===== src/rtl/mem_bridge_pkg.sv =====
// Shared types and constants for the CPU-to-bus memory bridge.
// The abort-data value is what a read returns when the optional timeout abandons it.
package mem_bridge_pkg;

  typedef enum logic [1:0] {
    ST_IDLE = 2'd0,
    ST_REQ  = 2'd1,
    ST_DONE = 2'd2
  } state_t;

  localparam logic [31:0] ABORT_DATA      = 32'hDEADBEEF;
  localparam int unsigned TIMEOUT_DEFAULT = 255;
  localparam logic [3:0]  READ_BE         = 4'hF;

endpackage


===== src/rtl/mem_bridge_timer.sv =====
// REQ-state cycle counter for the bridge timeout (built only with MEM_BRIDGE_TIMEOUT_EN).
// o_expire fires during the TIMEOUT_CYCLES-th counted cycle so the FSM aborts on that edge.
module mem_bridge_timer
  import mem_bridge_pkg::*;
#(
  parameter int unsigned TIMEOUT_CYCLES = TIMEOUT_DEFAULT
) (
  input  logic clk,
  input  logic rst,
  input  logic i_load,
  input  logic i_count,
  output logic o_expire
);

  logic [15:0] r_count;

  always_ff @(posedge clk) begin
    if (!rst) begin
      r_count <= '0;
    end else if (i_load) begin
      r_count <= '0;
    end else if (i_count) begin
      r_count <= r_count + 16'd1;
    end
  end

  // r_count holds the number of already-elapsed REQ cycles, hence the -1.
  assign o_expire = i_count && (r_count == 16'(TIMEOUT_CYCLES - 1));

endmodule


===== src/rtl/mem_bridge.sv =====
// Memory-stage bridge: turns a CPU load/store into a single bus request and stalls the pipeline.
// Optional bus timeout is enabled by defining MEM_BRIDGE_TIMEOUT_EN.
module mem_bridge
  import mem_bridge_pkg::*;
#(
  parameter int unsigned TIMEOUT_CYCLES = TIMEOUT_DEFAULT
) (
  input  logic        clk,
  input  logic        rst,
  input  logic [31:0] cpu_addr,
  input  logic [31:0] cpu_wdata,
  input  logic [3:0]  cpu_we,
  input  logic        cpu_re,
  output logic [31:0] cpu_rdata,
  output logic        cpu_stall,
  output logic        bus_req,
  output logic        bus_wr,
  output logic [31:0] bus_addr,
  output logic [31:0] bus_wdata,
  output logic [3:0]  bus_be,
  input  logic        bus_ack,
  input  logic [31:0] bus_rdata,
  output logic        err
);

  state_t      r_state;
  state_t      w_nextState;
  logic        w_isWrite;
  logic        w_reqIn;
  logic        w_ackTaken;
  logic        w_abort;
  logic        w_expire;
  logic        w_unused;
  logic [31:0] r_busAddr;
  logic [31:0] r_busWdata;
  logic [3:0]  r_busBe;
  logic        r_busWr;
  logic [31:0] r_rdata;

  // A store wins over a simultaneous load.
  assign w_isWrite = |cpu_we;
  assign w_reqIn   = w_isWrite || cpu_re;

`ifdef MEM_BRIDGE_TIMEOUT_EN
  logic w_timerLoad;
  logic w_timerCount;
  logic r_err;

  assign w_timerLoad  = (r_state == ST_IDLE);
  assign w_timerCount = (r_state == ST_REQ) && !bus_ack;

  mem_bridge_timer #(
    .TIMEOUT_CYCLES(TIMEOUT_CYCLES)
  ) u_timer (
    .clk     (clk),
    .rst     (rst),
    .i_load  (w_timerLoad),
    .i_count (w_timerCount),
    .o_expire(w_expire)
  );

  always_ff @(posedge clk) begin
    if (!rst) begin
      r_err <= 1'b0;
    end else if (w_abort) begin
      r_err <= 1'b1;
    end
  end

  assign err = r_err;
`else
  assign w_expire = 1'b0;
  assign err      = 1'b0;
`endif

  always_comb begin
    w_nextState = r_state;
    w_ackTaken  = 1'b0;
    w_abort     = 1'b0;
    bus_req     = 1'b0;
    cpu_stall   = 1'b0;
    case (r_state)
      ST_IDLE: begin
        cpu_stall = w_reqIn;
        if (w_reqIn) begin
          w_nextState = ST_REQ;
        end
      end
      ST_REQ: begin
        bus_req   = 1'b1;
        cpu_stall = 1'b1;
        // An ack in the expiring cycle still counts as a completion.
        if (bus_ack) begin
          w_ackTaken  = 1'b1;
          w_nextState = ST_DONE;
        end else if (w_expire) begin
          w_abort     = 1'b1;
          w_nextState = ST_DONE;
        end
      end
      ST_DONE: begin
        w_nextState = ST_IDLE;
      end
      default: begin
        w_nextState = ST_IDLE;
      end
    endcase
  end

  always_ff @(posedge clk) begin
    if (!rst) begin
      r_state    <= ST_IDLE;
      r_busAddr  <= '0;
      r_busWdata <= '0;
      r_busBe    <= '0;
      r_busWr    <= 1'b0;
      r_rdata    <= '0;
    end else begin
      r_state <= w_nextState;
      if ((r_state == ST_IDLE) && w_reqIn) begin
        r_busAddr  <= {cpu_addr[31:2], 2'b00};
        r_busWdata <= cpu_wdata;
        r_busBe    <= w_isWrite ? cpu_we : READ_BE;
        r_busWr    <= w_isWrite;
      end
      if (w_ackTaken && !r_busWr) begin
        r_rdata <= bus_rdata;
      end else if (w_abort && !r_busWr) begin
        r_rdata <= ABORT_DATA;
      end
    end
  end

  assign bus_addr  = r_busAddr;
  assign bus_wdata = r_busWdata;
  assign bus_be    = r_busBe;
  assign bus_wr    = r_busWr;
  assign cpu_rdata = r_rdata;

  // Byte offset bits are dropped by word alignment; the parameter is only consumed by the timer.
  assign w_unused = ^{cpu_addr[1:0], (TIMEOUT_CYCLES == 0)};

endmodule


===== config.mk =====
export PLATFORM = sky130hd
export DESIGN_NAME = mem_bridge
export DESIGN_NICKNAME = d
export VERILOG_FILES = /design/src/rtl/mem_bridge_pkg.sv /design/src/rtl/mem_bridge_timer.sv /design/src/rtl/mem_bridge.sv
export SDC_FILE = /design/constraint.sdc
export NUM_CORES = 1
export LEC_CHECK = 0
export BUFFER_PORTS_ARGS = -buffer_cell sky130_fd_sc_hd__buf_2
export CELL_PAD_IN_SITES_DETAIL_PLACEMENT = 2
export CELL_PAD_IN_SITES_GLOBAL_PLACEMENT = 2
export CORE_MARGIN = 2
export CORE_UTILIZATION = 30
export DETAILED_ROUTE_END_ITERATION = 8
export PLACE_DENSITY_LB_ADDON = 0.1
export SYNTH_ARGS = -nofsm -noshare
export SYNTH_HDL_FRONTEND = slang
export SYNTH_HIERARCHICAL = 1
export SYNTH_SLANG_ARGS = --single-unit

===== constraint.sdc =====
create_clock -name clk -period 3.35 [get_ports clk]
set_input_delay 0.5025 -clock clk [delete_from_list [all_inputs] [get_ports clk]]
set_output_delay 0.5025 -clock clk [all_outputs]
set_load 0.01 [all_outputs]

==> reports/metrics.cfg <==
[routing]
wire_per_inst_um = 18.4
drt-vias-per-instance = 5.46
drt-pass1-iter-count = 4
route.vias.total = 4999
wl_met3_mm = 1.37
post-route-drc-count = 0
ant_nets = 0
drt_iter0_markers = 237
routed.top_layer = met5
wl_met2_mm = 8.35
wl_met1_mm = 6.92
routed_wl_mm = 16.9

[clocking]
cts_resized = 0
htreeDepth = 3
numClockSinks = 101
path_clk_slew_ns = 0.07
cts_tree = done
cts_setup_buffers = 0
hold_buffers = 0
cts_root_buf = clkbuf_16
clock_latency_ns = 0.35
clk_path_buf_depth = 2
numCtsBuffers = 9

[grt]
grt_pass1_wl_mm = 27.1
grtUsageTotal_pct = 18.5
antenna_found_initial = 2
grt_max_degree = 106
grt_pass1_vias = 5293
grt_overflow = 0

[timing]
slew_viol_final = 0
rsz0062_at_grt = no
period_share_pct = 73.8
tns_ns = 0
setup_viol = 0
slew_headroom_pct = 38.4
timing.final.crit_period_ns = 2.47
worst_pin_slew_ns = 0.923
finalHoldViolCount = 0
fin_worst_skew_ns = 0.00589
max_freq_mhz = 404

[die]
io_pins = 208
num_rows = 47
die_w_um = 135
initial_core_util_pct = 30.9
dieArea_um2 = 18300
dieHeight_um = 135
core-area_um2 = 16700

[critical_path]
startpoint_type = primary input
slowest_stage = or4_4
critical_path.cell_chain = buf_2, or4_4, nor3_1, nor2_1, buf_2
worst-setup-path-type = in -> out
worst_ep_arrival_time_ns = 1.97
crit_required_ns = 2.85
max_stage_delay_ns = 0.82
path_common_cell = buf_2
cp-end-kind = output pin
cp_max_fo = 44

[logic_synthesis]
synth-seq-area-share_pct = 39.2
ys_ff_latch = 101
yosysWarnings = 6
synthCells = 544
syn_area_um2 = 5160
syn_avg_cell_area_um2 = 9.49
synth.distinct_cells = 26

[final_layout]
fillers = 1924
area_growth_pct = 25.2
fin_area_um2 = 6460
stdcell_count = 915
mostFrequentLayoutCell = buf_2
final_nets = 795
drive_above_1_share_pct = 44.8
final_cell_mix = buf_2, dfxtp_1, nand2_1, nand3_1, o221ai_2

[placed_design]
dp.cells = 900
placed_area_um2 = 6180
place_hpwl_mm = 11.2
place.gp.congestion = 0.660
numPortBuffers = 202

[hold_path]
hold_class = in -> reg

[pwr]
comb_power_share_pct = 19.3
cellLeakagePower_nw = 2.49
p_total_mw = 2.98
clkPwrFrac_pct = 35.4
p_sw_share_pct = 29.5
p_per_area_nw_per_um2 = 461
seqPwrFrac_pct = 45.3
peakVddDrop_v = 0.000268
power_switching_uw = 877
power.internal_mw = 2.10

[status]
status = complete, no violations

[job]
maxCapViolations = 0

[flip-flops by register name, indices dropped and copies added, names as in the netlist]
signal / count
bus_wr: 1
bus_be: 4
r_state: 2
cpu_rdata: 32
bus_wdata: 32
bus_addr: 30
[logic make-up after synthesis]
family / share of synthesized area, %
compound gates: 35.4
buf+inv: 8.17
flops: 39.2
other cells: 0.0726
simple gates: 17.2
[metrics by stage]
| step | util (%) | hold WS [ns] | setup WS, ns |
|---|---|---|---|
| after detailed placement | 37.0 | 0.467 | 0.847 |
| after floorplan | - | 0.494 | 1.26 |
| final | 38.7 | 0.393 | 0.877 |
| after global routing | 38.7 | 0.398 | 0.780 |
| after CTS | 38.7 | 0.384 | 0.845 |
| after global placement | 37.0 | 0.449 | 0.870 |
[synth_stat cells (all sizes together)]
cell | number | area [µm²]
nand3 | 94 | 470
nor2 | 2 | 10.0
buf | 35 | 253
nand4bb | 1 | 11.3
inv | 1 | 3.75
nor2b | 1 | 6.26
o21a | 1 | 7.51
conb | 1 | 3.75
nor3 | 2 | 10.0
o221a | 4 | 45.0
dfxtp | 101 | 2020
o2111ai | 62 | 743
nand2 | 97 | 364
o31ai | 1 | 7.51
or4 | 1 | 11.3
o21ai | 32 | 160
clkbuf | 44 | 165
a21boi | 1 | 7.51
and3 | 1 | 6.26
o221ai | 62 | 856
[final timing paths]
kind | start | endpoint | slack, ns | depth (start not counted)
worst max-delay path | cpu_we[3] | cpu_stall | 0.88 | 5
worst max register to register | r_state[1] | cpu_rdata[21] | 1.24 | 4
worst min-delay path | bus_rdata[27] | cpu_rdata[27] | 0.39 | 3
worst min register to register | cpu_rdata[29] | cpu_rdata[29] | 0.47 | 2
[critical path: cells and delay by family]
family / cells / cell delay (ns)
buf+inv: 2 / 0.26
simple gates: 3 / 1.20
[area by class of cell]
class,instances,area [µm²],area share [%]
Sequential cell,101,2020,31.3
Antenna cell,1,2.50,0.0387
Timing Repair Buffer,213,1140,17.7
Inverter,1,3.75,0.0581
Clock buffer,12,246,3.81
Clock inverter,2,35.0,0.542
Multi-Input combinational cell,365,2740,42.3
Tap cell,220,275,4.26
[per-layer routing]
metal | track usage (%) | vias to the layer above
met5 | 0 | -
met4 | 5.32 | 2
met3 | 6.85 | 15
met2 | 32.0 | 126
met1 | 21.5 | 2468
li1 | - | 2388
[power groups by stage]
| stage | registers [mW] | clock network (mW) | logic [mW] |
|---|---|---|---|
| 2_1_floorplan | 1.41 | 0 | 0.319 |
| 3_3_place_gp | 1.37 | 0 | 0.561 |
| 3_5_place_dp | 1.38 | 0 | 0.585 |
| 4_1_cts | 1.35 | 1.10 | 0.586 |
| 5_1_grt | 1.36 | 1.15 | 0.632 |
| 6_report | 1.35 | 1.05 | 0.574 |
(Power assumes the default switching activity.)
